===== config.mk =====
export PLATFORM = sky130hd
export DESIGN_NAME = speed_ctrl_v2
export DESIGN_NICKNAME = d
export VERILOG_FILES = /design/src/rtl/speed_ctrl_v2.sv
export SDC_FILE = /design/constraint.sdc
export NUM_CORES = 1
export LEC_CHECK = 0
export ABC_AREA = 1
export BUFFER_PORTS_ARGS = -buffer_cell sky130_fd_sc_hd__buf_2
export CORE_MARGIN = 3
export CORE_UTILIZATION = 55
export CTS_CLUSTER_DIAMETER = 60
export CTS_CLUSTER_SIZE = 20
export DETAILED_ROUTE_END_ITERATION = 12
export PLACE_DENSITY = 0.83
export SETUP_SLACK_MARGIN = 0.3
export SKIP_CTS_REPAIR_TIMING = 1
export SLEW_MARGIN = 20
export SYNTH_ARGS = -nofsm -noshare
export SYNTH_HDL_FRONTEND = slang
export SYNTH_SLANG_ARGS = --single-unit

===== constraint.sdc =====
create_clock -name i_clk -period 3.2 [get_ports i_clk]
set_input_delay 0.32 -clock i_clk [delete_from_list [all_inputs] [get_ports i_clk]]
set_output_delay 0.32 -clock i_clk [all_outputs]
set_load 0.02 [all_outputs]

===== src/rtl/speed_ctrl_v2.sv =====
// Train speed/direction controller: latches multiplexed joystick samples and
// updates speed/direction once per tick. Optional SPEED_LIMIT_EN adds i_limit.
module speed_ctrl_v2 #(
    parameter int         SPD_W      = 13,
    parameter int         DATA_W     = 16,
    parameter int         TICK_DIV   = 10000,
    parameter logic [7:0] CENTER     = 8'h31,
    parameter int         HOLD       = 2,
    parameter int         STEP_SHIFT = 2,
    parameter int         MAX_ACC    = 4,
    parameter int         MAX_BRK    = 8,
    parameter logic [7:0] DIR_LO     = 8'h32,
    parameter logic [7:0] DIR_HI     = 8'h36
) (
    input  logic              i_clk,
    input  logic              i_rst_n,
    input  logic              i_valid,
    input  logic              i_channel,
    input  logic [DATA_W-1:0] i_data,
    input  logic              i_estop,
`ifdef SPEED_LIMIT_EN
    input  logic [SPD_W-1:0]  i_limit,
`endif
    output logic [SPD_W-1:0]  o_speed,
    output logic [1:0]        o_forward,
    output logic              o_tick,
    output logic              o_moving
);
    localparam int CNT_W = (TICK_DIV > 2) ? $clog2(TICK_DIV) : 1;
    localparam logic [SPD_W:0] SPD_MAX = {1'b0, {SPD_W{1'b1}}};
    localparam logic [SPD_W:0] BRK_E   = (SPD_W+1)'(MAX_BRK);
    localparam logic [8:0]     LO9     = 9'(int'(CENTER) - HOLD);
    localparam logic [8:0]     HI9     = 9'(int'(CENTER) + HOLD);

    typedef enum logic [1:0] {REV = 2'd0, STOP_R = 2'd1, STOP_F = 2'd2, FWD = 2'd3} dir_e;

    logic [CNT_W-1:0] cnt;
    logic             tick;
    logic [7:0]       smp, dir_s, thr_s;
    logic             dir_vld, thr_vld;
    dir_e             state, state_nxt;

    assign tick = (cnt == CNT_W'(TICK_DIV - 1));
    assign smp  = i_data[DATA_W-1 -: 8];

    always_ff @(posedge i_clk or negedge i_rst_n) begin
        if (!i_rst_n) begin
            cnt     <= '0;
            o_tick  <= 1'b0;
            dir_s   <= '0;
            thr_s   <= '0;
            dir_vld <= 1'b0;
            thr_vld <= 1'b0;
        end else begin
            cnt    <= tick ? '0 : cnt + CNT_W'(1);
            o_tick <= tick;
            // A sample arriving on the tick cycle lands after this tick has read the latch.
            if (i_valid) begin
                if (i_channel) begin
                    thr_s   <= smp;
                    thr_vld <= 1'b1;
                end else begin
                    dir_s   <= smp;
                    dir_vld <= 1'b1;
                end
            end
        end
    end

    // Throttle step sizes; one spare bit keeps add/sub free of wrap-around.
    logic [8:0]     thr9, acc_d, brk_d, acc_raw, brk_raw, acc_st, brk_st;
    logic [SPD_W:0] spd_ext, acc_amt, brk_amt, sum, ceil, estop_spd, nxt_spd;
    logic           drive_ok;

    always_comb begin
        thr9     = {1'b0, thr_s};
        acc_d    = LO9 - thr9 - 9'd1;
        brk_d    = thr9 - HI9 - 9'd1;
        acc_raw  = (acc_d >> STEP_SHIFT) + 9'd1;
        brk_raw  = (brk_d >> STEP_SHIFT) + 9'd1;
        acc_st   = (acc_raw > 9'(MAX_ACC)) ? 9'(MAX_ACC) : acc_raw;
        brk_st   = (brk_raw > 9'(MAX_BRK)) ? 9'(MAX_BRK) : brk_raw;
        acc_amt  = (SPD_W+1)'(acc_st);
        brk_amt  = (SPD_W+1)'(brk_st);
        spd_ext  = {1'b0, o_speed};
        drive_ok = (state == FWD) || (state == REV);
        estop_spd = (spd_ext > BRK_E) ? spd_ext - BRK_E : '0;
`ifdef SPEED_LIMIT_EN
        ceil = {1'b0, i_limit};
`else
        ceil = SPD_MAX;
`endif
        sum     = spd_ext + acc_amt;
        nxt_spd = spd_ext;
        if (i_estop) begin
            nxt_spd = estop_spd;
`ifdef SPEED_LIMIT_EN
        end else if (o_speed > i_limit) begin
            nxt_spd = (spd_ext >= {1'b0, i_limit} + BRK_E) ? spd_ext - BRK_E : {1'b0, i_limit};
`endif
        end else if (drive_ok && thr_vld) begin
            if (thr9 < LO9)
                nxt_spd = (sum > ceil) ? ceil : sum;
            else if (thr9 > HI9)
                nxt_spd = (spd_ext > brk_amt) ? spd_ext - brk_amt : '0;
        end
    end

    always_ff @(posedge i_clk or negedge i_rst_n) begin
        if (!i_rst_n)  o_speed <= '0;
        else if (tick) o_speed <= nxt_spd[SPD_W-1:0];
    end

    // Direction FSM: only re-evaluated when standing still at the start of a tick.
    always_ff @(posedge i_clk or negedge i_rst_n) begin
        if (!i_rst_n) state <= STOP_F;
        else          state <= state_nxt;
    end

    always_comb begin
        state_nxt = state;
        if (tick && (o_speed == '0) && dir_vld && !i_estop) begin
            if (dir_s > DIR_HI)      state_nxt = FWD;
            else if (dir_s < DIR_LO) state_nxt = REV;
            else begin
                case (state)
                    FWD:     state_nxt = STOP_F;
                    REV:     state_nxt = STOP_R;
                    default: state_nxt = state;
                endcase
            end
        end
    end

    always_comb begin
        o_forward = state;
        o_moving  = |o_speed;
    end
endmodule

# ---- After elaboration in Yosys (flattened, before gate mapping)
# Cells that the tools add are included.
dict set report word_totals {
  ff_bits 48
  input_bits 21
  elab_cells 59
  out_inout_bits 17
}
dict set report classes {
  n_mux 13
  add_sub_neg 10
  n_eq_ne 2
  reduce_logical 16
  magnitude_cmp 9
  bitwise_logic 1
}
# cell n
set op_table {}
lappend op_table {{13-bit 2-to-1 mux} 7}
lappend op_table {{9-bit by 1-bit subtractor with 9-bit output (second input constant)} 2}
lappend op_table {{7-bit by 1-bit adder with 8-bit output (second input constant)} 2}
lappend op_table {{8-bit by 6-bit > comparator with 1-bit output (second input constant)} 2}
lappend op_table {{8-bit by 6-bit < comparator with 1-bit output (second input constant)} 2}
lappend op_table {{8-bit 2-to-1 mux} 2}
lappend op_table {{13-bit by 8-bit adder with 14-bit output} 1}
lappend op_table {{14-bit by 1-bit adder with 14-bit output (second input constant)} 1}
lappend op_table {{14-bit equality test (second input constant)} 1}
lappend op_table {{14-bit by 13-bit > comparator with 1-bit output (second input constant)} 1}
lappend op_table {{14-bit 2-to-1 mux} 1}
lappend op_table {{13-bit by 4-bit > comparator with 1-bit output (second input constant)} 1}
lappend op_table {{13-bit by 8-bit > comparator with 1-bit output} 1}
lappend op_table {{13-bit logical NOT} 1}
lappend op_table {{13-bit OR reduction} 1}
lappend op_table {{13-bit by 4-bit subtractor with 13-bit output (second input constant)} 1}
lappend op_table {{13-bit by 8-bit subtractor with 13-bit output} 1}
lappend op_table {{6-bit by 8-bit subtractor with 9-bit output (first input constant)} 1}
lappend op_table {{8-bit by 6-bit subtractor with 9-bit output (second input constant)} 1}
lappend op_table {{8-bit by 3-bit > comparator with 1-bit output (second input constant)} 1}
lappend op_table {{8-bit by 4-bit > comparator with 1-bit output (second input constant)} 1}
lappend op_table {{2-bit AND reduction} 3}
lappend op_table {{1-bit logical AND} 4}
lappend op_table {{2-bit 2-to-1 mux} 2}
lappend op_table {{other kinds (10)} 10}

# ---- Logic depth before layout (Yosys ltp)
# Gate-level depths: netlist of run 1.
dict set report depth {
  depth_word 11
  depth_mapped 28
  ltp_nobuf 28
}

# ---- Worst setup path after synthesis of run 1
# No wires, ideal clock.
dict set report synth_path {
  path_type {register to register}
  start {register thr_s[2]}
  end {register o_speed[8]}
  required_time_ns 3.127
  setup_time_ns 0.073
  slack_ns 0.000
  t_arrival_ns 3.127
  n_path_buf 1
  synth_period_minus_slack_ns 3.200
  stages_incl_launch_ff 23
  cell_sequence {dfrtp_1 buf_2 inv_1 ha_1 xor2_1 nor2_2 nand2_1 nor2_1 a21oi_1 nand2_1 nor3_1 ha_1 inv_1 fa_1 nand3_1 nand3b_1 nand2_1 nand2_1 nand2_1 nand2_1 o21ai_0 nand2_1 a21boi_2}
}
dict set report synth_via {
  elab_chain_len 11
  elab_cells_between_ends 24
  classes_between {add/sub (8); order compare (6); mux (8); reduce/logical (2)}
}
# element line_no
set synth_rtl {}
lappend synth_rtl {{start, declared} 39} ;# logic [7:0] smp, dir_s, thr_s;
lappend synth_rtl {{start signal, assigned} 60} ;# thr_s <= smp;
lappend synth_rtl {{6-bit by 8-bit subtractor with 9-bit output / 8-bit by 6-bit subtractor with 9-bit output (equally long branches)} {77, 78}}
lappend synth_rtl {{9-bit by 1-bit subtractor with 9-bit output (on tied branches)} {77, 78}}
lappend synth_rtl {{7-bit by 1-bit adder with 8-bit output (on tied branches)} {79, 80}}
lappend synth_rtl {{8-bit by 3-bit > comparator with 1-bit output / 8-bit by 4-bit > comparator with 1-bit output (equally long branches)} {81, 82}}
lappend synth_rtl {{8-bit 2-to-1 mux (on tied branches)} {81, 82}}
lappend synth_rtl {{13-bit by 8-bit adder with 14-bit output, or another cell as far along} 93} ;# sum = spd_ext + acc_amt;
lappend synth_rtl {{14-bit by 13-bit > comparator with 1-bit output / 13-bit 2-to-1 mux (equally long branches)} {103, 105}}
lappend synth_rtl {{13-bit 2-to-1 mux (on tied branches)} {103, 104}}
lappend synth_rtl {{13-bit 2-to-1 mux} 102} ;# if (thr9 < LO9)
lappend synth_rtl {{13-bit 2-to-1 mux} 101} ;# end else if (drive_ok && thr_vld) begin
lappend synth_rtl {{13-bit 2-to-1 mux} 95} ;# if (i_estop) begin
lappend synth_rtl {{end signal, assigned} 111} ;# else if (tick) o_speed <= nxt_spd[SPD_W-1:0];
lappend synth_rtl {{end, declared} 24} ;# output logic [SPD_W-1:0] o_speed,
# Parallel ways exist; a longest one is shown, timed or not. The select of a mux whose other input is x is not followed.
# A chain may end at the register's enable or synchronous reset.

# ---- Final worst setup path of run 1
# Same ends and word-level chain as after synthesis.

==> results.yml, run 1 <==
finish:
  area_growth_syn_to_layout_pct: 26.3
  layout.cells.most_common_list: "sky130_fd_sc_hd__nand2_1 (181), sky130_fd_sc_hd__inv_1 (81), sky130_fd_sc_hd__nor2_1 (71)"
  antenna_cells_inserted: 0
  final_core_util: 0.728
  multi_input_area_sq_um: 3250
  share_of_post_route_cells_with_drive_strength_above_1: 0.264
  mostFrequentLayoutCell: "sky130_fd_sc_hd__nand2_1"
  register_area_sq_um: 1210
  layout.cells.non_filler: 893
  design.final.nets: 837
  filler_cell_count: 575
floorplan:
  design.portCount: 38
  row_count: 32
  y_dimension_of_the_die_um: 96.7
  die_width_um: 96.7
  core_area_sq_um: 7850
  die_area_sq_um: 9350
  initial_core_util: 0.577
synth:
  flops_latches_synth: 48
  synth.area.mux_share: 0.00221
  synth-seq-area-share: 0.266
  synth_xor_xnor_area_share: 0.0578
  synth-edff-count: 0
  post_synth_cell_types: 46
  yosys.area_share.adder: 0.0752
  dominant_combinational_cell_family_by_area_after_synthesis: "simple AND/OR/NAND/NOR gates"
  synthesis.area_per_instance_sq_um: 6.49
  synth_compound_area_frac: 0.106
  yosysWarnings: 0
  syn_inst: 697
  most_used_flip_flop_cell_after_synthesis: "sky130_fd_sc_hd__dfrtp_1"
  synthSimpleGateAreaFrac: 0.392
  synth_async_sr_flop_share: 1.00
  mappedNetlistArea_sq_um: 4520
outcome:
  violations_in_the_final_reports: "hold timing, setup timing"
  run_status: "finished, violations left"
clock_network:
  clock_tree.buffer_depth: 2
  clock_insertion_delay_worst_skew_ps: 320
  clock_sink_count: 48
  worst_setup_hold_path_clk_slew_ps: 110
  cts_tree: "yes"
  htreeDepth: 2
  clk_root_buffer_cell: "sky130_fd_sc_hd__clkbuf_8"
  cts_made_buffers: 5
routing:
  drt-initial-drc-count: 475
  viasPerCell: 5.62
  avgRoutedWirePerCell_um: 14.9
  drt_drc_violations_left: 0
  drtAntennaViolNets: 0
  vias: 5015
  firstDrtPassIters: 6
  drt_wl_total_mm: 13.3
sta:
  skew_ps: 17.2
  timing.slew.headroom: 0.583
  max_slew.worst_pin.slew_ps: 626
  final_max_slew_viol_count: 0
  max_freq_mhz: 299
  unrepaired_setup_endpoints_after_global_routing: "yes"
  report.final.hold_viol_count: 8
  setup_slack_ps: -145
  final_period_minus_worst_setup_slack_ps: 3350
  post-route-period-util: 1.05
  setup_tns_ps: -538
  final-setup-viol-count: 5
  fin_hold_ws_ps: -5.21
placed_design:
  place.port_buffers: 29
  placedCellCount: 859
  gp_congestion: 1.01
  post-dp-hpwl_mm: 8.57
grt:
  globalRouteOverflowTotal: 0
  grt_first_pass_wirelength_mm: 19.5
  globalRouteTotalUtil: 0.243
  antenna_violations_before_repair: 0
  largest_net_degree_at_the_start_of_global_routing: 49
  first_global_vias: 4503
critical_path:
  crit_path_end: "o_speed[8]"
  timing_worst_setup_path_type: "reg -> reg"
  timing.critical_path.required_ps: 3460
  crit_end_element: "flip-flop"
  r2r_slack_ps: -150
  r2r-start: "thr_s[2]"
  timing.rr.end: "o_speed[8]"
  setup.worst_path.start_class: "flip-flop"
  setup.worst_path.start: "thr_s[2]"
  worstPathArrival_ps: 3600
  timing.reg2reg.worst_path_depth: 20
  critical_path_peak_fanout: 6
worst_hold_path:
  worstHoldPathType: "in -> async"
job:
  maxCapViolations: 0
power:
  power_leakage_nw: 2.96
  ir_worst_vdd_uv: 271
  power_per_cell_area_nw_per_um2: 364
-- power by group --
group	switching [W]	internal, W
clock network	0.000247	0.000242
logic	0.000532	0.000381
registers	0.0000426	0.000637
total	0.000822	0.00126
-- metal layers --
layer	wire length [um]	track usage	up-vias
met5	0	0	-
met4	526	0.0864	0
met3	974	0.0296	65
met2	6390	0.413	254
met1	5390	0.318	2295
li1	-	-	2401
-- Yosys cell counts, types with 2 or more instances --
cell type | count | area (sq um)
sky130_fd_sc_hd__a21boi_1 | 3 | 22.5
sky130_fd_sc_hd__nand3_1 | 54 | 270
sky130_fd_sc_hd__fa_1 | 2 | 40.0
sky130_fd_sc_hd__buf_6 | 3 | 33.8
sky130_fd_sc_hd__nand4_1 | 12 | 75.1
sky130_fd_sc_hd__dfrtp_1 | 47 | 1180
sky130_fd_sc_hd__inv_1 | 89 | 334
sky130_fd_sc_hd__a21boi_2 | 2 | 22.5
sky130_fd_sc_hd__inv_2 | 11 | 41.3
sky130_fd_sc_hd__o21ai_1 | 9 | 45.0
sky130_fd_sc_hd__o21a_1 | 4 | 30.0
sky130_fd_sc_hd__nor2_4 | 4 | 45.0
sky130_fd_sc_hd__buf_4 | 2 | 15.0
sky130_fd_sc_hd__nor2_2 | 5 | 31.3
sky130_fd_sc_hd__xor2_1 | 21 | 184
sky130_fd_sc_hd__nand2_2 | 4 | 25.0
sky130_fd_sc_hd__nand3b_1 | 5 | 37.5
sky130_fd_sc_hd__nand3_2 | 2 | 20.0
sky130_fd_sc_hd__nor2_1 | 81 | 304
sky130_fd_sc_hd__a21oi_2 | 2 | 17.5
sky130_fd_sc_hd__xnor2_1 | 7 | 61.3
sky130_fd_sc_hd__nor2_8 | 2 | 40.0
sky130_fd_sc_hd__nor3b_1 | 2 | 15.0
sky130_fd_sc_hd__buf_2 | 2 | 10.0
sky130_fd_sc_hd__ha_1 | 24 | 300
sky130_fd_sc_hd__a21oi_1 | 25 | 125
sky130_fd_sc_hd__conb_1 | 2 | 7.51
sky130_fd_sc_hd__nor3_1 | 10 | 50.1
sky130_fd_sc_hd__o21ai_0 | 31 | 155
sky130_fd_sc_hd__nor3_2 | 2 | 20.0
sky130_fd_sc_hd__clkbuf_1 | 3 | 11.3
sky130_fd_sc_hd__o211ai_1 | 4 | 30.0
sky130_fd_sc_hd__nand2_1 | 208 | 781
-- through the flow --
step / worst slack, ps / area [sq um] / total power [W]
3_3_place_gp: 63.7 / 5060 / 0.00133
6_report: -145 / 5720 / 0.00208
3_5_place_dp: -32.0 / 5060 / 0.00135
2_1_floorplan: 298 / 4610 / 0.00115
4_1_cts: -47.8 / 5180 / 0.00184
5_1_grt: -473 / 5720 / 0.00219
-- cell families (layout without fill, tap and decap cells) --
family,after synthesis,count (layout)
AOI/OAI and AO/OA,84,84
xor gates and xnor gates,29,29
adders and majority gates,26,26
buffers and inverters,111,197
DFF,48,48
muxes,1,1
other,2,9
and+or+nand+nor,396,397
-- registers in the layout (all words and copies together) (netlist names) --
register	flops
cnt	14
thr_s	8
thr_vld	1
o_speed	13
dir_vld	1
o_forward	2
dir_s	8
o_tick	1
-- area by class of cell --
cell class	count	area share
Multi-Input combinational cell	546	0.568
Sequential cell	48	0.211
Timing Repair Buffer	88	0.109
Inverter	101	0.0685
Tap cell	102	0.0223
Clock buffer	5	0.0120
Clock inverter	3	0.00876
-- worst min-delay path by stage --
stage / from / endpoint / slack, ps / depth (start not counted)
after floorplan: i_rst_n / cnt[0] / 20 / 0
after global routing: i_rst_n / o_speed[9] / 40 / 1
final: i_rst_n / o_speed[9] / -5 / 1
after CTS: i_rst_n / o_speed[11] / 230 / 1
after global placement: thr_vld / thr_vld / 430 / 2
after detailed placement: dir_vld / dir_vld / 440 / 2
-- worst max-delay path, cell delays in order, from the launching register on --
cell	delay (ps)
sky130_fd_sc_hd__dfrtp_2	440
sky130_fd_sc_hd__inv_4	70
sky130_fd_sc_hd__ha_4	190
sky130_fd_sc_hd__nor2_4	170
sky130_fd_sc_hd__xor2_4	240
sky130_fd_sc_hd__nor2_1	80
sky130_fd_sc_hd__a21oi_1	150
sky130_fd_sc_hd__nand2_1	140
sky130_fd_sc_hd__nor2_2	150
sky130_fd_sc_hd__nand3b_1	140
sky130_fd_sc_hd__buf_4	170
sky130_fd_sc_hd__fa_2	360
sky130_fd_sc_hd__nand3_1	80
sky130_fd_sc_hd__nand3b_1	180
sky130_fd_sc_hd__nand2_2	180
sky130_fd_sc_hd__nand2_1	60
sky130_fd_sc_hd__nand2_1	70
sky130_fd_sc_hd__nand2_1	60
sky130_fd_sc_hd__o21ai_1	110
sky130_fd_sc_hd__nand2_1	110
sky130_fd_sc_hd__a21boi_2	140
(Power assumes the default switching activity.)
==> run 2, diff against run 1 <==
Settings changed: REMOVE_ABC_BUFFERS set to 1.
==> results.yml, run 2 (same netlist as run 1, synthesis figures left out) <==
grt:
  first_global_vias: 4362
  antenna_violations_before_repair: 0
  largest_net_degree_at_the_start_of_global_routing: 49
  globalRouteTotalUtil: 0.233
  globalRouteMet1Util: 0.307
  globalRouteOverflowTotal: 0
  grt_busiest_layer: "met2"
  use_met3: 0.0310
  gr-usage-met2: 0.406
  grt_first_pass_wirelength_mm: 18.8
finish:
  area_growth_syn_to_layout_pct: 26.4
  layout.cells.non_filler: 885
  mostFrequentLayoutCell: "sky130_fd_sc_hd__nand2_1"
  flip_flop_count_of_the_largest_register_after_layout: 14
  design.final.nets: 829
  largest-register: "cnt"
  final_core_util: 0.729
  share_of_post_route_cells_with_drive_strength_above_1: 0.276
  layout_top_registers: "cnt: 14 flops, o_speed: 13 flops"
  antenna_cells_inserted: 0
  layout.cells.most_common_list: "sky130_fd_sc_hd__nand2_1 (176), sky130_fd_sc_hd__inv_1 (79), sky130_fd_sc_hd__nor2_1 (67)"
critical_path:
  critical-path-top-delay-family: "simple AND/OR/NAND/NOR gates"
  critical_path_peak_fanout: 3
  crit_end_element: "flip-flop"
  critPathSlowestCell: "sky130_fd_sc_hd__dfrtp_1"
  cp_slowest_stage_delay_ps: 400
  timing_worst_setup_path_type: "reg -> reg"
  setup.worst_path.start_class: "flip-flop"
  timing.critical_path.required_ps: 3460
  critical-path-top-cell-by-count: "sky130_fd_sc_hd__nand2_1"
  cp_num_buf_inv: 4
  worstPathArrival_ps: 3590
  cp_cell_sequence: "inv_2 -> ha_4 -> xor2_4 -> nor2_2 -> nand2_1 -> xor2_1 -> nand2_1 -> nand2_2 -> nor2_2 -> nand3b_1 -> buf_4 -> fa_2 -> nand3_2 -> nand3b_1 -> buf_6 -> buf_4 -> xnor2_2 -> o31ai_4 -> nand2_1 -> nand2_1"
floorplan:
  die_area_sq_um: 9350
  y_dimension_of_the_die_um: 96.7
  row_count: 32
  initial_core_util: 0.577
  core_area_sq_um: 7850
  die_width_um: 96.7
  design.portCount: 38
routing:
  vias: 4857
  avgRoutedWirePerCell_um: 14.4
  drt_wl_total_mm: 12.7
  viasPerCell: 5.49
  firstDrtPassIters: 5
  drtAntennaViolNets: 0
  drt_drc_violations_left: 0
  drt-initial-drc-count: 331
power:
  power_per_cell_area_nw_per_um2: 353
  combinationalPowerShare: 0.462
  pwr-share-clk: 0.205
  power.net_switching_w: 0.000808
  internal_pwr_total_w: 0.00121
  power_leakage_nw: 2.92
  netSwitchingFraction: 0.401
  ir_worst_vdd_uv: 254
  pwr-share-seq: 0.333
placed_design:
  placedCellCount: 862
  post-dp-hpwl_mm: 8.78
  place.port_buffers: 29
  gp_congestion: 0.989
sta:
  max_slew.worst_pin.slew_ps: 614
  max_freq_mhz: 300
  setup_tns_ps: -369
  unrepaired_setup_endpoints_after_global_routing: "yes"
  final_max_slew_viol_count: 0
  post-route-period-util: 1.04
  fin_hold_ws_ps: 19.2
  report.final.hold_viol_count: 0
  skew_ps: 6.89
  timing.slew.headroom: 0.591
  final-setup-viol-count: 6
  final_period_minus_worst_setup_slack_ps: 3330
  setup_slack_ps: -129
clock_network:
  htreeDepth: 2
  cts_made_buffers: 5
  clock_insertion_delay_worst_skew_ps: 310
  clk_root_buffer_cell: "sky130_fd_sc_hd__clkbuf_8"
  cts_tree: "yes"
  clock_tree.buffer_depth: 2
  worst_setup_hold_path_clk_slew_ps: 100
  clock_sink_count: 48
job:
  maxCapViolations: 0
outcome:
  violations_in_the_final_reports: "setup timing"
  run_status: "finished, violations left"
worst_hold_path:
  worstHoldPathType: "in -> async"
==> run 2: area by class of cell <==
cell class	count	area (sq um)
clock inverters	2	17.5
flip-flops and latches	48	1200
repair buffers	80	576
well taps	102	128
clock buffers	6	82.6
multi-input cells	546	3320
fillers	599	2130
inverters	101	389
==> run 2: per-stage QoR <==
stage / total power, W / cell area (sq um) / worst slack, ps
after floorplan: 0.00112 / 4480 / 51.6
after global placement: 0.00132 / 5030 / 71.2
after detailed placement: 0.00135 / 5030 / -42.8
after CTS: 0.00175 / 5130 / -73.9
after global routing: 0.00213 / 5720 / -298
final: 0.00202 / 5720 / -129
==> run 2: power by group through the flow <==
stage | Sequential (W) | Clock [W] | Combinational [W]
6_report | 0.000671 | 0.000414 | 0.000933
5_1_grt | 0.000675 | 0.000439 | 0.00102
4_1_cts | 0.000667 | 0.000411 | 0.000676
3_5_place_dp | 0.000679 | 0 | 0.000672
3_3_place_gp | 0.000676 | 0 | 0.000648
2_1_floorplan | 0.000686 | 0 | 0.000431
==> run 2: per-layer routing <==
layer	share of wire	wire length (um)	vias up
met5	0	0	-
met4	0.019	240	0
met3	0.062	791	25
met2	0.50	6410	187
met1	0.42	5300	2259
li1	-	-	2386
==> run 2: worst register-to-register path: cells and delay by family (launching register included) <==
family / cells / cell delay [ps]
simple gates: 10 / 1060
fa+ha+maj: 2 / 560
buf+inv: 4 / 550
xor+xnor: 3 / 520
flops: 1 / 400
compound gates: 1 / 210
==> run 2: path summary, 6_finish.rpt <==
| check | from | endpoint | slack, ps | cells after the start |
|---|---|---|---|---|
| max reg2reg | thr_s[3] | o_speed[4] | -130 | 20 |
| max in group asynchronous | i_rst_n | thr_s[4] | 2740 | 1 |
| min in group i_clk | i_data[14] | thr_s[6] | 270 | 3 |
| max | thr_s[3] | o_speed[4] | -130 | 20 |
| min | i_rst_n | cnt[4] | 20 | 1 |
| min reg2reg | thr_vld | thr_vld | 460 | 2 |
